==> config.mk <==
export PLATFORM = sky130hd
export DESIGN_NAME = mdio_responder
export DESIGN_NICKNAME = d
export VERILOG_FILES = /design/src/rtl/mdio_pkg.sv /design/src/rtl/mdio_edge_sync.sv /design/src/rtl/mdio_responder.sv
export SDC_FILE = /design/constraint.sdc
export NUM_CORES = 1
export LEC_CHECK = 0
export ABC_AREA = 1
export BUFFER_PORTS_ARGS = -buffer_cell sky130_fd_sc_hd__buf_2
export CORE_UTILIZATION = 55
export DETAILED_ROUTE_END_ITERATION = 12
export PLACE_DENSITY = 0.76
export SETUP_SLACK_MARGIN = 0.15
export SLEW_MARGIN = 25
export SYNTH_ARGS = -nofsm -noshare
export SYNTH_HDL_FRONTEND = slang
export SYNTH_SLANG_ARGS = --single-unit
==> constraint.sdc <==
create_clock -name aclk -period 2.21 [get_ports aclk]
set_clock_uncertainty 0.2 [all_clocks]
set_input_delay 0.1105 -clock aclk [delete_from_list [all_inputs] [get_ports aclk]]
set_output_delay 0.1105 -clock aclk [all_outputs]
set_load 0.05 [all_outputs]
==> src/rtl/mdio_pkg.sv <==
// Shared types and constants for the Clause 22 MDIO responder.
// No logic; latency and backpressure do not apply.
// Imported by the responder top.
package mdio_pkg;

    typedef enum logic [2:0] {
        ST_PREAMBLE,
        ST_START,
        ST_OP,
        ST_PHYAD,
        ST_REGAD,
        ST_TA,
        ST_DATA
    } state_t;

    localparam logic [1:0] OP_READ  = 2'b10;
    localparam logic [1:0] OP_WRITE = 2'b01;

    localparam logic [4:0] REG_CTRL = 5'd0;
    localparam logic [4:0] REG_STAT = 5'd1;
    localparam logic [4:0] REG_ID1  = 5'd2;
    localparam logic [4:0] REG_ID2  = 5'd3;
    localparam logic [4:0] REG_ADV  = 5'd4;

    localparam logic [15:0] STAT_BASE = 16'h7809;

    localparam int PREAMBLE_LEN = 32;

endpackage

==> src/rtl/mdio_edge_sync.sv <==
// Synchronizes MDC/MDIO into aclk and flags MDC rising/falling edges.
// Latency: edge flag appears 3 aclk cycles after the pin changes.
// Backpressure: none; free-running sampler.
module mdio_edge_sync (
    input  logic aclk,
    input  logic rst,
    input  logic mdc_i,
    input  logic mdio_i,
    output logic mdc_rise,
    output logic mdc_fall,
    output logic mdio_s
);

    logic [2:0] mdc_q;
    logic [1:0] mdio_q;

    always_ff @(posedge aclk) begin
        if (rst) begin
            mdc_q  <= 3'b111;
            mdio_q <= 2'b11;
        end else begin
            mdc_q  <= {mdc_q[1:0], mdc_i};
            mdio_q <= {mdio_q[0], mdio_i};
        end
    end

    // mdc_q[1] is the second synchronizer stage, mdc_q[2] the edge-detect history.
    assign mdc_rise = mdc_q[1] & ~mdc_q[2];
    assign mdc_fall = ~mdc_q[1] & mdc_q[2];
    assign mdio_s   = mdio_q[1];

endmodule

==> src/rtl/mdio_responder.sv <==
// Clause 22 MDIO PHY-side responder with a small register file, oversampling MDC in aclk.
// Latency: line drive updates 4 aclk after an MDC fall; writes commit 1 cycle after the D0 rise flag.
// Backpressure: none; MDC high/low phases must each be at least 6 aclk cycles.
module mdio_responder
    import mdio_pkg::*;
#(
    parameter logic [4:0]  PHY_ADDR     = 5'd1,
    parameter logic [15:0] PHY_ID1      = 16'h0141,
    parameter logic [15:0] PHY_ID2      = 16'h0CC2,
    parameter logic [15:0] CTRL_DEFAULT = 16'h3100,
    parameter logic [15:0] ADV_DEFAULT  = 16'h01E1
) (
    input  logic        aclk,
    input  logic        rst,
    input  logic        mdc_i,
    input  logic        mdio_i,
    output logic        mdio_o,
    output logic        mdio_t,
    input  logic        link_up,
    output logic [15:0] ctrl_reg,
    output logic [15:0] adv_reg,
    output logic        wr_pulse,
    output logic [4:0]  wr_addr,
    output logic [15:0] wr_data
);

    logic mdc_rise;
    logic mdc_fall;
    logic mdio_s;

    mdio_edge_sync u_sync (
        .aclk     (aclk),
        .rst      (rst),
        .mdc_i    (mdc_i),
        .mdio_i   (mdio_i),
        .mdc_rise (mdc_rise),
        .mdc_fall (mdc_fall),
        .mdio_s   (mdio_s)
    );

    state_t      state;
    logic [5:0]  pre_cnt;
    logic [3:0]  bit_cnt;
    logic [1:0]  op_q;
    logic [4:0]  phy_q;
    logic [4:0]  reg_q;
    logic        rd_act;
    logic        wr_act;
    logic [15:0] tx_q;
    logic [15:0] rx_q;
    logic [15:0] rd_word;
    logic [15:0] wr_word;

    assign wr_word = {rx_q[14:0], mdio_s};

    always_comb begin
        rd_word = 16'h0000;
        case (reg_q)
            REG_CTRL: rd_word = {1'b0, ctrl_reg[14:0]};
            REG_STAT: rd_word = {STAT_BASE[15:3], link_up, STAT_BASE[1:0]};
            REG_ID1:  rd_word = PHY_ID1;
            REG_ID2:  rd_word = PHY_ID2;
            REG_ADV:  rd_word = adv_reg;
            default:  rd_word = 16'h0000;
        endcase
    end

    always_ff @(posedge aclk) begin
        if (rst) begin
            state    <= ST_PREAMBLE;
            pre_cnt  <= 6'd0;
            bit_cnt  <= 4'd0;
            op_q     <= 2'b00;
            phy_q    <= 5'd0;
            reg_q    <= 5'd0;
            rd_act   <= 1'b0;
            wr_act   <= 1'b0;
            tx_q     <= 16'h0000;
            rx_q     <= 16'h0000;
            mdio_o   <= 1'b0;
            mdio_t   <= 1'b1;
            wr_pulse <= 1'b0;
            wr_addr  <= 5'd0;
            wr_data  <= 16'h0000;
            ctrl_reg <= CTRL_DEFAULT;
            adv_reg  <= ADV_DEFAULT;
        end else begin
            wr_pulse <= 1'b0;
            if (mdc_rise) begin
                case (state)
                    ST_PREAMBLE: begin
                        if (mdio_s) begin
                            if (pre_cnt != 6'h3F) pre_cnt <= pre_cnt + 6'd1;
                        end else if (pre_cnt >= 6'(PREAMBLE_LEN)) begin
                            state   <= ST_START;
                            pre_cnt <= 6'd0;
                        end else begin
                            pre_cnt <= 6'd0;
                        end
                    end
                    ST_START: begin
                        bit_cnt <= 4'd0;
                        pre_cnt <= 6'd0;
                        state   <= mdio_s ? ST_OP : ST_PREAMBLE;
                    end
                    ST_OP: begin
                        op_q <= {op_q[0], mdio_s};
                        if (bit_cnt == 4'd1) begin
                            bit_cnt <= 4'd0;
                            state   <= ST_PHYAD;
                        end else begin
                            bit_cnt <= bit_cnt + 4'd1;
                        end
                    end
                    ST_PHYAD: begin
                        phy_q <= {phy_q[3:0], mdio_s};
                        if (bit_cnt == 4'd4) begin
                            bit_cnt <= 4'd0;
                            state   <= ST_REGAD;
                        end else begin
                            bit_cnt <= bit_cnt + 4'd1;
                        end
                    end
                    ST_REGAD: begin
                        reg_q <= {reg_q[3:0], mdio_s};
                        if (bit_cnt == 4'd4) begin
                            // phy_q and op_q are complete here; decide whether this frame is ours.
                            bit_cnt <= 4'd0;
                            state   <= ST_TA;
                            rd_act  <= (op_q == OP_READ)  && (phy_q == PHY_ADDR);
                            wr_act  <= (op_q == OP_WRITE) && (phy_q == PHY_ADDR);
                        end else begin
                            bit_cnt <= bit_cnt + 4'd1;
                        end
                    end
                    ST_TA: begin
                        if (bit_cnt == 4'd0) begin
                            bit_cnt <= 4'd1;
                            if (rd_act) tx_q <= rd_word;
                        end else begin
                            bit_cnt <= 4'd0;
                            state   <= ST_DATA;
                        end
                    end
                    ST_DATA: begin
                        rx_q <= wr_word;
                        if (bit_cnt == 4'd15) begin
                            bit_cnt <= 4'd0;
                            pre_cnt <= 6'd0;
                            state   <= ST_PREAMBLE;
                            rd_act  <= 1'b0;
                            wr_act  <= 1'b0;
                            if (wr_act) begin
                                wr_pulse <= 1'b1;
                                wr_addr  <= reg_q;
                                wr_data  <= wr_word;
                                if (reg_q == REG_CTRL) begin
                                    if (wr_word[15]) begin
                                        ctrl_reg <= CTRL_DEFAULT;
                                        adv_reg  <= ADV_DEFAULT;
                                    end else begin
                                        ctrl_reg <= wr_word;
                                    end
                                end else if (reg_q == REG_ADV) begin
                                    adv_reg <= wr_word;
                                end
                            end
                        end else begin
                            bit_cnt <= bit_cnt + 4'd1;
                        end
                    end
                    default: begin
                        state   <= ST_PREAMBLE;
                        pre_cnt <= 6'd0;
                    end
                endcase
            end
            // Rise and fall flags are mutually exclusive, so the tx_q shift never collides with the latch.
            if (mdc_fall) begin
                if (rd_act && state == ST_DATA) begin
                    mdio_t <= 1'b0;
                    mdio_o <= tx_q[15];
                    tx_q   <= {tx_q[14:0], 1'b0};
                end else if (rd_act && state == ST_TA && bit_cnt == 4'd1) begin
                    mdio_t <= 1'b0;
                    mdio_o <= 1'b0;
                end else begin
                    mdio_t <= 1'b1;
                    mdio_o <= 1'b0;
                end
            end
        end
    end

endmodule

==> results.tsv <==
metric	value	unit
ys_ff_latch	118	
min_period_over_period	88.27	%
worstSkewPairLatency	520	ps
ir_drop	0.0005764	V
cap_violations	0	
finalWeightedCongestion	0.8868	
wl_per_cell	14.02	um
finalNonFillerCells	935	
synthAdderAreaFrac	1.187	%
cts_num_sinks	118	
hold_viol_final	0	
fin_tns_setup	0	ps
rsz0062_at_grt	yes	
grt_pass1_wl	21830	um
numCtsBuffers	17	
hold-path-cell-count	3	
total_power	4.869	mW
core	9240	um2
dieWidth	99.89	um
dieArea	9977	um2
fin_crit	1951	ps
dpl.hpwl	8930	um
final-setup-viol-count	0	
numPortBuffers	59	
num_antenna_cells	0	
cts_root_buf	clkbuf_8	
synth_compound_area_share	18.61	%
rows	35	
start_kind	flip-flop	
first_iter_violations	369	
wl	13110	um
worst_hold_path_type	primary input to flip-flop	
cts_tree	built	
r2r_start	bit_cnt[0]$_SDFFE_PP0P_	
cts_max_level	4	
power_density	769.7	nW/um2
outcome	finished clean	
synth_most_common_cell	nand2_1	
antenna_found_initial	0	
worstPathMaxFanout	19	
drc_errors	0	
grt_max_degree	60	
area_delta_synth_final	20.04	%
synth_edf_count	0	
yosys.area.top_type	dfxtp_1	
grt-ovfl-total	0	
syn_area_per_cell	7.209	um2
dieHeight	99.89	um
routed_via_density	5.424	
placedCellCount	896	
async_flop_share	0	%
vias	5071	
worst_pin_slew	602.4	ps
ant_nets	0	
grt_pass1_vias	4492	
relSlewSlack	59.84	%
synthTopCellsByArea	dfxtp_1, nand2_1, a21oi_1	
syn-num-nets	741	
io_pins	61	
synthMuxAreaShare	0	%
r2r_slack	260	ps
finish.net_count	803	
ys.flop_type	dfxtp_1	
synth_common_cells	nand2_1, dfxtp_1, a21oi_1	
reg2reg_depth	10	
leakagePower	2.720	nW
final_layout_size_suffix_gt1_share	18.86	%
synth_top_family_by_area	simple AND/OR/NAND/NOR gates	
max_clock_freq	512.6	MHz
synth_cells	731	
synth_xor_xnor_area_share	0.1662	%
clock_path_buffers	2	
hold_start	mdc_i	
syn-cell-area	5270	um2
end_kind	flip-flop	
yosys.area_share.simple	26.52	%
fill_cells	753	
yosysSeqAreaShare	44.82	%
initial_core_util	57.03	%
crit_type	flip-flop to flip-flop	
synth_top_cell_area_share	44.82	%
cp.required	2450	ps
ff_latch_area	2367	um2
final_util	68.46	%
multi_input_area	2500	um2
yosys_warnings	0	
clk_pin_slew	60	ps
synth.distinct_cells	31	
grt_usage	27.70	%
worstPathArrival	2190	ps
holdPathEnd	u_sync.mdc_q[0]$_SDFF_PP1_	
final-max-slew-violation-count	0	
r2r-end	ctrl_reg[10]$_SDFFE_PP0P_	
firstDrtPassIters	5	
worst max-delay path, stage by stage, from the launching register on:
cell and delay, ps:
dfxtp_2 380, ha_2 230, nand3_4 120, inv_2 90
nand2_1 110, inv_2 130, nand2_8 120, nor2_4 170
buf_4 140, nand2_1 50, a21oi_1 140
area by class of cell:
cell class / count / share of cell area [%]
clock buffers: 17 / 6.547
flip-flops and latches: 118 / 37.42
clock inverters: 15 / 2.472
multi-input cells: 503 / 39.52
inverters: 76 / 4.529
well taps: 129 / 2.551
repair buffers: 77 / 6.962
worst max-delay path by stage:
stage               slack, ps                        end  cells after the start                     from
floorplan                 320  ctrl_reg[10]$_SDFFE_PP0P_                     11  bit_cnt[0]$_SDFFE_PP0P_
global placement          220   ctrl_reg[3]$_SDFFE_PP0P_                     10  bit_cnt[0]$_SDFFE_PP0P_
detailed placement         90  ctrl_reg[12]$_SDFFE_PP1P_                      9    state[2]$_SDFFE_PP0P_
CTS                       160  ctrl_reg[12]$_SDFFE_PP1P_                     10  bit_cnt[1]$_SDFFE_PP0P_
global route              130   ctrl_reg[1]$_SDFFE_PP0P_                     10  bit_cnt[0]$_SDFFE_PP0P_
finish                    260  ctrl_reg[10]$_SDFFE_PP0P_                     10  bit_cnt[0]$_SDFFE_PP0P_
logic make-up (layout without fill, tap and decap cells):
logic type,after synthesis,count (layout)
other,1,1
flip-flops,118,118
buffers and inverters,111,185
AO/OA/AOI/OAI,189,190
AND/OR/NAND/NOR,306,306
adder cells (fa/ha/maj),5,5
XOR/XNOR,1,1
metal layers:
metal	wire length, um	global-route usage, %	vias up
met2	5933	42.60	221
met1	6082	38.36	2289
li1	-	-	2545
met4	143	8.710	0
met3	946	6.755	16
met5	0	0	-
cells in the final DEF, fill, tap and decap left out, types with 5 or more instances in the layout:
cell type / netlist / routed
a21oi_1: 117 / 117
or2_2: 8 / 8
nor2_1: 35 / 32
buf_2: 14 / 59
o211ai_1: 6 / 6
inv_8: 0 / 5
o21ai_1: 14 / 17
nor2_4: 6 / 6
nand4_1: 14 / 14
nand3_1: 55 / 54
dfxtp_1: 118 / 114
buf_4: 3 / 14
inv_6: 0 / 6
inv_1: 67 / 67
o21ai_0: 46 / 43
clkbuf_16: 0 / 16
inv_2: 8 / 8
nand3_2: 5 / 5
nand2_1: 175 / 175
per-stage QoR:
step | hold WS (ps) | setup slack, ps | area [um2]
floorplan | 14.31 | 316.8 | 5270
global placement | 92.96 | 215.3 | 5649
detailed placement | 94.98 | 88.73 | 5649
CTS | 84.93 | 161.6 | 6276
global route | 106.2 | 130.4 | 6326
finish | 103.5 | 259.2 | 6326
timing repair:
item,CTS,global route
hold buffers,4,0
buffers inserted,2,0
cloned,0,1
resized for setup,1,14
pin swaps,2,0
endpoints found under the setup margin,22,62
hold endpoints to repair,17,0
power breakdown:
| group | leakage (nW) | total, mW | switching, mW | internal (mW) |
|---|---|---|---|---|
| sequential | 0.954 | 2.14 | 0.00371 | 2.13 |
| combinational | 1.48 | 0.0891 | 0.0638 | 0.0253 |
| clock | 0.284 | 2.64 | 1.10 | 1.54 |
Note: power is estimated with default switching activity, not from simulation.
